===== src/rtl/btn_event_scheduler.sv =====
// Collects debounced button levels and turns them into one ordered stream of
// SHORT / LONG / REPEAT key events. The lowest button index has priority.
module btn_event_scheduler #(
  parameter int N_BTN       = 5,
  parameter int LONG_TIME   = 100_000_000,
  parameter int REPEAT_TIME = 20_000_000,
  parameter int ID_W        = (N_BTN > 1) ? $clog2(N_BTN) : 1
) (
  input  logic             i_clk,
  input  logic             i_reset_n,
  input  logic [N_BTN-1:0] i_btn_stable,
  input  logic             i_clear,
  input  logic             i_evt_ready,
  output logic             o_evt_valid,
  output logic [ID_W-1:0]  o_evt_id,
  output logic [1:0]       o_evt_type,
  output logic [N_BTN-1:0] o_held,
  output logic             o_overrun
);

  localparam int MAX_TIME = (LONG_TIME > REPEAT_TIME) ? LONG_TIME : REPEAT_TIME;
  localparam int CNT_W    = $clog2(MAX_TIME);

  localparam logic [CNT_W-1:0] LONG_LAST   = CNT_W'(LONG_TIME - 1);
  localparam logic [CNT_W-1:0] REPEAT_LAST = CNT_W'(REPEAT_TIME - 1);

  typedef enum logic [1:0] {
    ST_IDLE    = 2'd0,
    ST_PRESSED = 2'd1,
    ST_REPEAT  = 2'd2
  } btn_state_t;

  typedef enum logic [1:0] {
    EVT_SHORT  = 2'd0,
    EVT_LONG   = 2'd1,
    EVT_REPEAT = 2'd2
  } evt_type_t;

  logic [N_BTN-1:0] emit_valid;
  evt_type_t        emit_type [N_BTN];

  logic [N_BTN-1:0] pend_valid;
  evt_type_t        pend_type [N_BTN];

  logic             slot_free;
  logic             any_pend;
  logic [N_BTN-1:0] grant;
  logic [ID_W-1:0]  sel_id;
  evt_type_t        sel_type;

  // One timing FSM per button; its event decision is registered so the
  // pending stage sees a clean single-cycle pulse.
  for (genvar g = 0; g < N_BTN; g++) begin : g_btn
    btn_state_t       state;
    logic [CNT_W-1:0] cnt;
    logic             prev;
    logic             cur;
    logic             emit_v;
    evt_type_t        emit_t;

    assign cur = i_btn_stable[g];

    // prev resets high so a button held through reset must be released
    // and pressed again before it counts.
    always_ff @(posedge i_clk or negedge i_reset_n) begin
      if (!i_reset_n) begin
        state  <= ST_IDLE;
        cnt    <= '0;
        prev   <= 1'b1;
        emit_v <= 1'b0;
        emit_t <= EVT_SHORT;
      end else begin
        prev   <= cur;
        emit_v <= 1'b0;
        case (state)
          ST_IDLE: begin
            cnt <= '0;
            if (cur && !prev) begin
              state <= ST_PRESSED;
            end
          end
          ST_PRESSED: begin
            if (!cur) begin
              emit_v <= 1'b1;
              emit_t <= EVT_SHORT;
              state  <= ST_IDLE;
              cnt    <= '0;
            end else if (cnt == LONG_LAST) begin
              emit_v <= 1'b1;
              emit_t <= EVT_LONG;
              state  <= ST_REPEAT;
              cnt    <= '0;
            end else begin
              cnt <= cnt + CNT_W'(1);
            end
          end
          ST_REPEAT: begin
            if (!cur) begin
              state <= ST_IDLE;
              cnt   <= '0;
            end else if (cnt == REPEAT_LAST) begin
              emit_v <= 1'b1;
              emit_t <= EVT_REPEAT;
              cnt    <= '0;
            end else begin
              cnt <= cnt + CNT_W'(1);
            end
          end
          default: begin
            state <= ST_IDLE;
            cnt   <= '0;
          end
        endcase
      end
    end

    assign emit_valid[g] = emit_v;
    assign emit_type[g]  = emit_t;
    assign o_held[g]     = (state != ST_IDLE);
  end

  // Lowest set pending bit wins; grant is only issued when the output
  // register can take a new beat.
  assign slot_free = !o_evt_valid || i_evt_ready;
  assign any_pend  = |pend_valid;
  assign grant     = slot_free ? (pend_valid & ~(pend_valid - N_BTN'(1))) : '0;

  always_comb begin
    sel_id   = '0;
    sel_type = pend_type[0];
    for (int i = N_BTN - 1; i >= 0; i--) begin
      if (pend_valid[i]) begin
        sel_id   = ID_W'(i);
        sel_type = pend_type[i];
      end
    end
  end

  // A new event always lands in its slot; it is an overrun only if the old
  // content was still waiting and is not leaving this cycle.
  always_ff @(posedge i_clk or negedge i_reset_n) begin
    if (!i_reset_n) begin
      pend_valid <= '0;
      o_overrun  <= 1'b0;
      for (int i = 0; i < N_BTN; i++) begin
        pend_type[i] <= EVT_SHORT;
      end
    end else if (i_clear) begin
      pend_valid <= '0;
      o_overrun  <= 1'b0;
    end else begin
      for (int i = 0; i < N_BTN; i++) begin
        if (emit_valid[i]) begin
          pend_valid[i] <= 1'b1;
          pend_type[i]  <= emit_type[i];
          if (pend_valid[i] && !grant[i]) begin
            o_overrun <= 1'b1;
          end
        end else if (grant[i]) begin
          pend_valid[i] <= 1'b0;
        end
      end
    end
  end

  // id/type only move when a new beat is loaded, so they stay stable under
  // backpressure and keep their last value once the port goes idle.
  always_ff @(posedge i_clk or negedge i_reset_n) begin
    if (!i_reset_n) begin
      o_evt_valid <= 1'b0;
      o_evt_id    <= '0;
      o_evt_type  <= 2'd0;
    end else if (i_clear) begin
      o_evt_valid <= 1'b0;
    end else if (slot_free) begin
      if (any_pend) begin
        o_evt_valid <= 1'b1;
        o_evt_id    <= sel_id;
        o_evt_type  <= sel_type;
      end else begin
        o_evt_valid <= 1'b0;
      end
    end
  end

endmodule

===== config.mk =====
export PLATFORM = sky130hd
export DESIGN_NAME = btn_event_scheduler
export DESIGN_NICKNAME = d
export VERILOG_FILES = /design/src/rtl/btn_event_scheduler.sv
export SDC_FILE = /design/constraint.sdc
export NUM_CORES = 1
export LEC_CHECK = 0
export ABC_AREA = 1
export CORE_MARGIN = 2
export CORE_UTILIZATION = 55
export CTS_CLUSTER_SIZE = 12
export DETAILED_ROUTE_END_ITERATION = 16
export GPL_ROUTABILITY_DRIVEN = 0
export PLACE_DENSITY = 0.75
export SLEW_MARGIN = 20
export SYNTH_ARGS = -nofsm -noshare
export SYNTH_HDL_FRONTEND = slang
export SYNTH_SLANG_ARGS = --single-unit

===== constraint.sdc =====
create_clock -name i_clk -period 1.8 [get_ports i_clk]
set_clock_uncertainty 0.15 [all_clocks]
set_input_delay 0.18 -clock i_clk [delete_from_list [all_inputs] [get_ports i_clk]]
set_output_delay 0.18 -clock i_clk [all_outputs]
set_load 0.01 [all_outputs]

==> flow_results.xml, run 1 <==
<?xml version="1.0" encoding="UTF-8"?>
<metrics>
  <group name="run_status">
    <metric name="result_of_the_run" unit="">finished with violations</metric>
    <metric name="violations" unit="">setup timing</metric>
  </group>
  <group name="route">
    <metric name="drt_drc" unit="">0</metric>
    <metric name="wl_per_cell" unit="microns">14.0</metric>
    <metric name="vias" unit="">9376</metric>
    <metric name="wirelength" unit="microns">24900</metric>
    <metric name="antenna_left" unit="">0</metric>
    <metric name="drt_pre_antenna_iters" unit="">5</metric>
    <metric name="dr_wl_met3" unit="microns">1160</metric>
    <metric name="drt-met1-wl" unit="microns">11200</metric>
    <metric name="vias_per_cell" unit="">5.26</metric>
    <metric name="detail_route.iter0.violations" unit="">671</metric>
    <metric name="detailroute.wirelength.met2" unit="microns">12000</metric>
    <metric name="highest_layer_used_for_signal_routing" unit="">met4</metric>
  </group>
  <group name="final_layout">
    <metric name="share_of_cells_above_drive_strength_1" unit="%">17.4</metric>
    <metric name="utilization_after_layout" unit="%">68.5</metric>
    <metric name="fin_cells" unit="">1781</metric>
    <metric name="filler_cell_count" unit="">1509</metric>
    <metric name="layout.nets" unit="">1563</metric>
    <metric name="layout-area-overhead-vs-synth" unit="%">22.2</metric>
    <metric name="antenna_cells_inserted" unit="">0</metric>
  </group>
  <group name="clock_tree">
    <metric name="worst_skew_pair.late_latency" unit="ns">0.44</metric>
    <metric name="clock_tree_from_tritoncts" unit="">done</metric>
    <metric name="clk_root_buf" unit="">clkbuf_16</metric>
    <metric name="clkSinkCount" unit="">187</metric>
    <metric name="cts_max_level" unit="">4</metric>
    <metric name="clock_tree.buffer_depth" unit="">2</metric>
    <metric name="numCtsBuffers" unit="">17</metric>
    <metric name="clk_pin_slew" unit="ns">0.07</metric>
  </group>
  <group name="global_route">
    <metric name="grt_start_max_net_pins" unit="">56</metric>
    <metric name="grt_overflow" unit="">0</metric>
    <metric name="grt_pass1_wl" unit="microns">38800</metric>
    <metric name="grt_antenna_before_repair" unit="">0</metric>
    <metric name="first_global_vias" unit="">8727</metric>
    <metric name="groute.usage.overall" unit="%">23.4</metric>
  </group>
  <group name="floorplan">
    <metric name="io-pin-count" unit="">21</metric>
    <metric name="floorplan.die_area" unit="sq mm">0.0203</metric>
    <metric name="die_h" unit="microns">142</metric>
    <metric name="std_cell_rows" unit="">50</metric>
    <metric name="design.core.area" unit="sq mm">0.0188</metric>
    <metric name="floorplan.die.width" unit="microns">142</metric>
    <metric name="start_util" unit="%">56.1</metric>
  </group>
  <group name="critical_path">
    <metric name="setup.worst_path.start_class" unit="">flip-flop</metric>
    <metric name="criticalPathCategory" unit="">flip-flop to flip-flop</metric>
    <metric name="required_time_at_the_endpoint_of_the_critical_path" unit="ns">1.96</metric>
    <metric name="worstPathMaxFanout" unit="">7</metric>
    <metric name="timing.critical_path.arrival" unit="ns">1.99</metric>
    <metric name="crit_path_end_kind" unit="">flip-flop</metric>
  </group>
  <group name="synthesis">
    <metric name="synth_adder_area_share" unit="%">2.38</metric>
    <metric name="synth.lib_cells_used.distinct" unit="">34</metric>
    <metric name="synth_compound_area_share" unit="%">3.13</metric>
    <metric name="yosys.area_share.xor_xnor" unit="%">6.99</metric>
    <metric name="seq_total_area_yosys" unit="%">44.5</metric>
    <metric name="synth_top_family_by_area" unit="">simple AND/OR/NAND/NOR gates</metric>
    <metric name="postSynthCellCount" unit="">1424</metric>
    <metric name="ys.warnings.count" unit="">0</metric>
    <metric name="synth.avg_cell_area" unit="sq um">7.39</metric>
    <metric name="simple_gate_share_of_the_synthesized_area" unit="%">34.4</metric>
    <metric name="syn-cell-area" unit="sq mm">0.0105</metric>
    <metric name="synthMuxAreaShare" unit="%">1.07</metric>
    <metric name="flops_latches_synth" unit="">187</metric>
    <metric name="synth_fp_nets" unit="">1453</metric>
  </group>
  <group name="timing">
    <metric name="max_slew_violation_count" unit="">0</metric>
    <metric name="fin_tns_setup" unit="ns">-0.136</metric>
    <metric name="maxSlewHeadroom" unit="%">53.0</metric>
    <metric name="fmax" unit="MHz">548</metric>
    <metric name="rsz0062_at_grt" unit="">yes</metric>
    <metric name="finalSetupViolCount" unit="">12</metric>
    <metric name="tightest_slew" unit="ns">0.704</metric>
    <metric name="fin_crit" unit="ns">1.83</metric>
    <metric name="final.period_utilization" unit="%">101</metric>
    <metric name="hold_violations" unit="">0</metric>
    <metric name="final_worst_setup_slack" unit="ns">-0.0259</metric>
  </group>
  <group name="placement">
    <metric name="place.port_buffers" unit="">20</metric>
    <metric name="placedCellCount" unit="">1716</metric>
    <metric name="detailed_place_hpwl" unit="microns">15700</metric>
  </group>
  <group name="worst_hold_path">
    <metric name="class_of_the_worst_hold_path" unit="">input pin to asynchronous set/reset pin</metric>
  </group>
  <group name="job">
    <metric name="drv_cap" unit="">0</metric>
  </group>
  <group name="pwr">
    <metric name="powerDensity" unit="mW/mm^2">980</metric>
    <metric name="ir_drop" unit="uV">759</metric>
    <metric name="p_leak" unit="nW">5.71</metric>
  </group>
</metrics>
## layout make-up
type                    count  area, sq um  area share [%]
clock buffers              25          485            3.78
clock inverters             7         91.3           0.710
inverters                 181          684            5.32
multi-input cells        1056         5800            45.1
flip-flops and latches    187         4690            36.5
well taps                 234          293            2.28
repair buffers             91          820            6.37
## timing repair
| action | 4_1_cts | 5_1_grt |
|---|---|---|
| hold endpoints to repair | 183 | 0 |
| pin swaps | 4 | 39 |
| gates cloned | 4 | 9 |
| endpoints found under the setup margin | 89 | 164 |
| hold buffers | 1 | 0 |
| buffers inserted | 2 | 17 |
| gates resized for setup | 20 | 176 |
## through the flow
stage / setup WS [ns] / instance area [sq um] / hold slack (ns) / power [W]
2_1_floorplan: 0.0624 / 10500 / -0.266 / 0.00682
3_3_place_gp: -0.0410 / 11300 / -0.0305 / 0.00764
3_5_place_dp: -0.0999 / 11300 / -0.0285 / 0.00773
4_1_cts: -0.0119 / 12000 / 0.0858 / 0.0118
5_1_grt: -0.110 / 12900 / 0.114 / 0.0133
6_report: -0.0259 / 12900 / 0.0765 / 0.0126
## sequential cells by signal (all words and copies together) (netlist names)
signal,cells
o_evt_type,2
g_btn.cnt,135
g_btn.prev,5
o_evt_valid,1
pend_valid,5
o_overrun,1
o_evt_id,3
pend_type,10
g_btn.emit_v,5
g_btn.emit_t,10
g_btn.state,10
## routing by layer
metal / GRT usage [%] / up-vias
met1: 32.4 / 4431
met3: 3.80 / 56
met5: 0 / -
met2: 37.9 / 263
met4: 7.30 / 0
li1: - / 4626
## cells in the mapped netlist
| cell type | count | area share (%) |
|---|---|---|
| a22o_1 | 1 | 0.083 |
| o22ai_1 | 1 | 0.059 |
| buf_6 | 10 | 1.1 |
| and3_1 | 2 | 0.12 |
| a21oi_1 | 14 | 0.67 |
| nor3_2 | 1 | 0.095 |
| o21bai_1 | 4 | 0.29 |
| nor3b_1 | 1 | 0.071 |
| nand3_2 | 4 | 0.38 |
| dfstp_2 | 5 | 1.2 |
| inv_1 | 178 | 6.3 |
| a31oi_1 | 1 | 0.059 |
| nand4_1 | 18 | 1.1 |
| dfrtp_1 | 182 | 43 |
| inv_2 | 2 | 0.071 |
| nand2_4 | 5 | 0.54 |
| nor2_2 | 3 | 0.18 |
| clkinv_1 | 1 | 0.036 |
| nor4_1 | 1 | 0.059 |
| nor2_1 | 293 | 10 |
| nand2_2 | 11 | 0.65 |
| o211ai_1 | 2 | 0.14 |
| xnor2_1 | 18 | 1.5 |
| nand3b_1 | 7 | 0.50 |
| nor3_1 | 34 | 1.6 |
| o21ai_0 | 28 | 1.3 |
| nand3_1 | 74 | 3.5 |
| mux2_2 | 10 | 1.1 |
| ha_1 | 20 | 2.4 |
| a21boi_0 | 5 | 0.36 |
| nand2_1 | 418 | 15 |
| nor2_4 | 2 | 0.21 |
| xor2_1 | 66 | 5.5 |
| o31ai_1 | 2 | 0.14 |
## cells by family (layout without fill, tap and decap cells)
family | Yosys count | count (layout)
multiplexers | 10 | 10
AO/OA/AOI/OAI | 58 | 58
AND/OR/NAND/NOR | 874 | 884
buffers and inverters | 191 | 304
adder cells (fa/ha/maj) | 20 | 20
XOR/XNOR | 84 | 84
flip-flops | 187 | 187
## path summary, 6_finish.rpt
path,from,end,cells past startpoint,slack (ns)
max,g_btn[1].cnt[1]$_DFF_PN0_,g_btn[1].cnt[12]$_DFF_PN0_,11,-0.03
min,i_reset_n,g_btn[2].cnt[19]$_DFF_PN0_,2,0.08
max reg2reg,g_btn[1].cnt[1]$_DFF_PN0_,g_btn[1].cnt[12]$_DFF_PN0_,11,-0.03
min reg2reg,g_btn[3].emit_t[1]$_DFFE_PN0P_,g_btn[3].emit_t[1]$_DFFE_PN0P_,2,0.32
max in group asynchronous,i_reset_n,g_btn[4].cnt[13]$_DFF_PN0_,3,0.78
min in group i_clk,i_btn_stable[1],g_btn[1].prev$_DFF_PN1_,1,0.17
## report_power, final
part | switching [W] | internal [W]
Clock | 0.00158 | 0.00216
Sequential | 0.000318 | 0.00468
Combinational | 0.00245 | 0.00141
## critical path, stage by stage, from the launching register on
cell and delay (ns):
dfrtp_1 0.38, ha_2 0.20, nand2_2 0.08, nor2_4 0.14
nand2_4 0.08, nor2_1 0.09, nand2_1 0.08, nand2_2 0.09
nand2_2 0.06, nand2_4 0.13, clkbuf_16 0.19, nor2_2 0.04
## cells in the final DEF (no fill, tap or decap), drive strengths merged
| master | instances |
|---|---|
| buf | 69 |
| inv | 180 |
| nand3 | 78 |
| a21oi | 14 |
| clkdlybuf4s50 | 14 |
| bufinv | 2 |
| nand3b | 7 |
| xnor2 | 18 |
| dlygate4sd2 | 1 |
| dfrtp | 182 |
| mux2 | 10 |
| o21bai | 4 |
| a21boi | 5 |
| nand2 | 444 |
| a31oi | 1 |
| clkdlybuf4s15 | 1 |
| nand4 | 18 |
| nor3 | 35 |
| o211ai | 2 |
| nor3b | 1 |
| dfstp | 5 |
| a22o | 1 |
| o21ai | 28 |
| dlygate4sd3 | 1 |
| o31ai | 2 |
| nor2 | 298 |
| and3 | 2 |
| clkbuf | 30 |
| clkinv | 5 |
| xor2 | 66 |
| ha | 20 |
| o22ai | 1 |
| clkinvlp | 1 |
| nor4 | 1 |
(Power assumes the default switching activity.)
==> run 2, diff against run 1 <==
--- a/config.mk
+++ b/config.mk
@@ -6,8 +6,9 @@
 export NUM_CORES = 1
 export LEC_CHECK = 0
 export ABC_AREA = 1
-export CORE_MARGIN = 2
+export CORE_ASPECT_RATIO = 1.25
 export CORE_UTILIZATION = 55
+export CTS_CLUSTER_DIAMETER = 80
 export CTS_CLUSTER_SIZE = 12
 export DETAILED_ROUTE_END_ITERATION = 16
 export GPL_ROUTABILITY_DRIVEN = 0
==> flow_results.xml, run 2 (synthesized netlist as in run 1, its figures left out) <==
<?xml version="1.0" encoding="UTF-8"?>
<metrics>
  <group name="critical_path">
    <metric name="critPathCapture" unit="">g_btn[1].cnt[7]$_DFF_PN0_</metric>
    <metric name="setup.worst_path.start_class" unit="">flip-flop</metric>
    <metric name="regToRegEndpoint" unit="">g_btn[1].cnt[7]$_DFF_PN0_</metric>
    <metric name="reg2reg_depth" unit="">12</metric>
    <metric name="worst-r2r-setup-slack" unit="ns">-0.06</metric>
    <metric name="criticalPathCategory" unit="">flip-flop to flip-flop</metric>
    <metric name="required_time_at_the_endpoint_of_the_critical_path" unit="ns">1.97</metric>
    <metric name="crit_path_end_kind" unit="">flip-flop</metric>
    <metric name="worstPathMaxFanout" unit="">7</metric>
    <metric name="timing.critical_path.from" unit="">g_btn[1].cnt[0]$_DFF_PN0_</metric>
    <metric name="timing.critical_path.arrival" unit="ns">2.03</metric>
    <metric name="worst_r2r_startpoint" unit="">g_btn[1].cnt[0]$_DFF_PN0_</metric>
  </group>
  <group name="route">
    <metric name="detail_route.iter0.violations" unit="">607</metric>
    <metric name="vias_per_cell" unit="">5.22</metric>
    <metric name="wl_per_cell" unit="microns">13.4</metric>
    <metric name="antenna_left" unit="">0</metric>
    <metric name="vias" unit="">9325</metric>
    <metric name="wirelength" unit="microns">24000</metric>
    <metric name="drt_pre_antenna_iters" unit="">5</metric>
    <metric name="drt_drc" unit="">0</metric>
  </group>
  <group name="timing">
    <metric name="tightest_slew" unit="ns">0.558</metric>
    <metric name="maxSlewHeadroom" unit="%">62.8</metric>
    <metric name="max_slew_violation_count" unit="">0</metric>
    <metric name="final_worst_setup_slack" unit="ns">-0.0617</metric>
    <metric name="rsz0062_at_grt" unit="">yes</metric>
    <metric name="fin_crit" unit="ns">1.86</metric>
    <metric name="finalSetupViolCount" unit="">27</metric>
    <metric name="final.period_utilization" unit="%">103</metric>
    <metric name="fmax" unit="MHz">537</metric>
    <metric name="hold_violations" unit="">0</metric>
  </group>
  <group name="worst_hold_path">
    <metric name="class_of_the_worst_hold_path" unit="">input pin to asynchronous set/reset pin</metric>
  </group>
  <group name="final_layout">
    <metric name="multiInputGateArea" unit="sq mm">0.00545</metric>
    <metric name="largest_register_ffs" unit="">135</metric>
    <metric name="ff_latch_area" unit="sq mm">0.00469</metric>
    <metric name="utilization_after_layout" unit="%">67.2</metric>
    <metric name="filler_cell_count" unit="">1549</metric>
    <metric name="regMostFlops" unit="">g_btn.cnt</metric>
    <metric name="share_of_cells_above_drive_strength_1" unit="%">14.2</metric>
    <metric name="antenna_cells_inserted" unit="">0</metric>
    <metric name="layout-area-overhead-vs-synth" unit="%">19.9</metric>
    <metric name="final_common_cell" unit="">nand2_1</metric>
    <metric name="layout.nets" unit="">1571</metric>
    <metric name="final_cell_mix" unit="">nand2_1 (402), nor2_1 (270), dfrtp_1 (181), inv_1 (172), nand3_1 (73)</metric>
  </group>
  <group name="global_route">
    <metric name="groute.usage.overall" unit="%">24.4</metric>
    <metric name="grt_pass1_wl" unit="microns">39000</metric>
    <metric name="grt_overflow" unit="">0</metric>
    <metric name="grt_start_max_net_pins" unit="">64</metric>
    <metric name="grt_antenna_before_repair" unit="">0</metric>
    <metric name="first_global_vias" unit="">8969</metric>
  </group>
  <group name="pwr">
    <metric name="combinationalPowerShare" unit="%">29.6</metric>
    <metric name="clock_share_of_power" unit="%">30.3</metric>
    <metric name="internal-power" unit="W">0.00825</metric>
    <metric name="powerDensity" unit="mW/mm^2">983</metric>
    <metric name="ir_drop" unit="uV">745</metric>
    <metric name="p_leak" unit="nW">5.76</metric>
    <metric name="power_switching" unit="W">0.00415</metric>
    <metric name="seq_power_share" unit="%">40.2</metric>
    <metric name="p_sw_share" unit="%">33.5</metric>
  </group>
  <group name="floorplan">
    <metric name="floorplan.die_area" unit="sq mm">0.0197</metric>
    <metric name="start_util" unit="%">56.0</metric>
    <metric name="std_cell_rows" unit="">56</metric>
    <metric name="floorplan.die.width" unit="microns">126</metric>
    <metric name="die_h" unit="microns">157</metric>
    <metric name="design.core.area" unit="sq mm">0.0188</metric>
    <metric name="io-pin-count" unit="">21</metric>
  </group>
  <group name="placement">
    <metric name="place.port_buffers" unit="">20</metric>
    <metric name="detailed_place_hpwl" unit="microns">15800</metric>
    <metric name="place_ws" unit="ns">-0.0466</metric>
  </group>
  <group name="run_status">
    <metric name="result_of_the_run" unit="">finished with violations</metric>
    <metric name="violations" unit="">setup timing</metric>
  </group>
  <group name="clock_tree">
    <metric name="cts_max_level" unit="">4</metric>
    <metric name="numCtsBuffers" unit="">17</metric>
    <metric name="clk_root_buf" unit="">clkbuf_16</metric>
    <metric name="clkSinkCount" unit="">187</metric>
    <metric name="clock_tree.buffer_depth" unit="">2</metric>
    <metric name="clock_tree_from_tritoncts" unit="">done</metric>
    <metric name="clk_pin_slew" unit="ns">0.07</metric>
    <metric name="worst_skew_pair.late_latency" unit="ns">0.44</metric>
  </group>
  <group name="job">
    <metric name="drv_cap" unit="">0</metric>
  </group>
</metrics>
[run 2: routing by layer]
| layer | up-vias | track usage (%) | wire length (microns) | share of wire [%] |
|---|---|---|---|---|
| met5 | - | 0 | 0 | 0 |
| met4 | 0 | 10.9 | 707 | 2.9 |
| met3 | 70 | 3.59 | 767 | 3.2 |
| met2 | 221 | 43.9 | 12300 | 51 |
| met1 | 4395 | 28.7 | 10200 | 43 |
| li1 | 4639 | - | - | - |
[run 2: repair_timing]
action | CTS | global route
endpoints found under the setup margin | 115 | 159
gates cloned | 3 | 8
hold buffers | 1 | 0
resized for setup | 19 | 91
hold endpoints to repair | 184 | 0
pin swaps | 5 | 18
buffers inserted | 10 | 16
[run 2: power by group through the flow]
stage               registers (W)  logic, W  clock network [W]
CTS                       0.00497   0.00303            0.00382
global placement          0.00504   0.00265                  0
detailed placement        0.00505   0.00273                  0
finish                    0.00498   0.00367            0.00376
floorplan                 0.00501   0.00181                  0
global route              0.00504   0.00405            0.00398
[run 2: worst min path at each step]
stage               startpoint                    endpoint  slack (ns)  depth (start not counted)
finish               i_reset_n  g_btn[2].cnt[16]$_DFF_PN0_        0.08                          2
global route         i_reset_n  g_btn[2].cnt[23]$_DFF_PN0_        0.11                          2
detailed placement   i_reset_n  g_btn[2].cnt[16]$_DFF_PN0_       -0.02                          1
global placement     i_reset_n  g_btn[2].cnt[16]$_DFF_PN0_       -0.02                          1
floorplan            i_reset_n   g_btn[0].cnt[0]$_DFF_PN0_       -0.27                          0
CTS                  i_reset_n  g_btn[2].cnt[16]$_DFF_PN0_        0.08                          2
[run 2: stage by stage]
stage	hold WS [ns]	setup TNS, ns	power, W	std cells	cell area [sq um]
global route	0.111	-6.18	0.0131	1786	12600
finish	0.0772	-1.26	0.0124	1786	12600
floorplan	-0.266	0	0.00682	1424	10500
global placement	-0.0196	0	0.00769	1717	11300
CTS	0.0838	-0.413	0.0118	1762	12100
detailed placement	-0.0191	-1.77	0.00778	1717	11300
[run 2: critical path, cell delays in order, from the launching register on]
cell and delay [ns]:
dfrtp_1 0.36, ha_2 0.19, nand2_2 0.08, nor2_4 0.15
nand2_4 0.08, nor2_1 0.10, nand2_1 0.08, nand2_2 0.10
nand2_2 0.07, nand2_2 0.09, buf_6 0.12, clkbuf_16 0.14
nor2_1 0.04
[run 2: final cells by class]
class | count | area share (%)
multi-input cells | 1054 | 43.2
flip-flops and latches | 187 | 37.2
repair buffers | 101 | 7.37
inverters | 181 | 5.41
clock buffers | 19 | 3.51
well taps | 232 | 2.30
clock inverters | 12 | 1.10
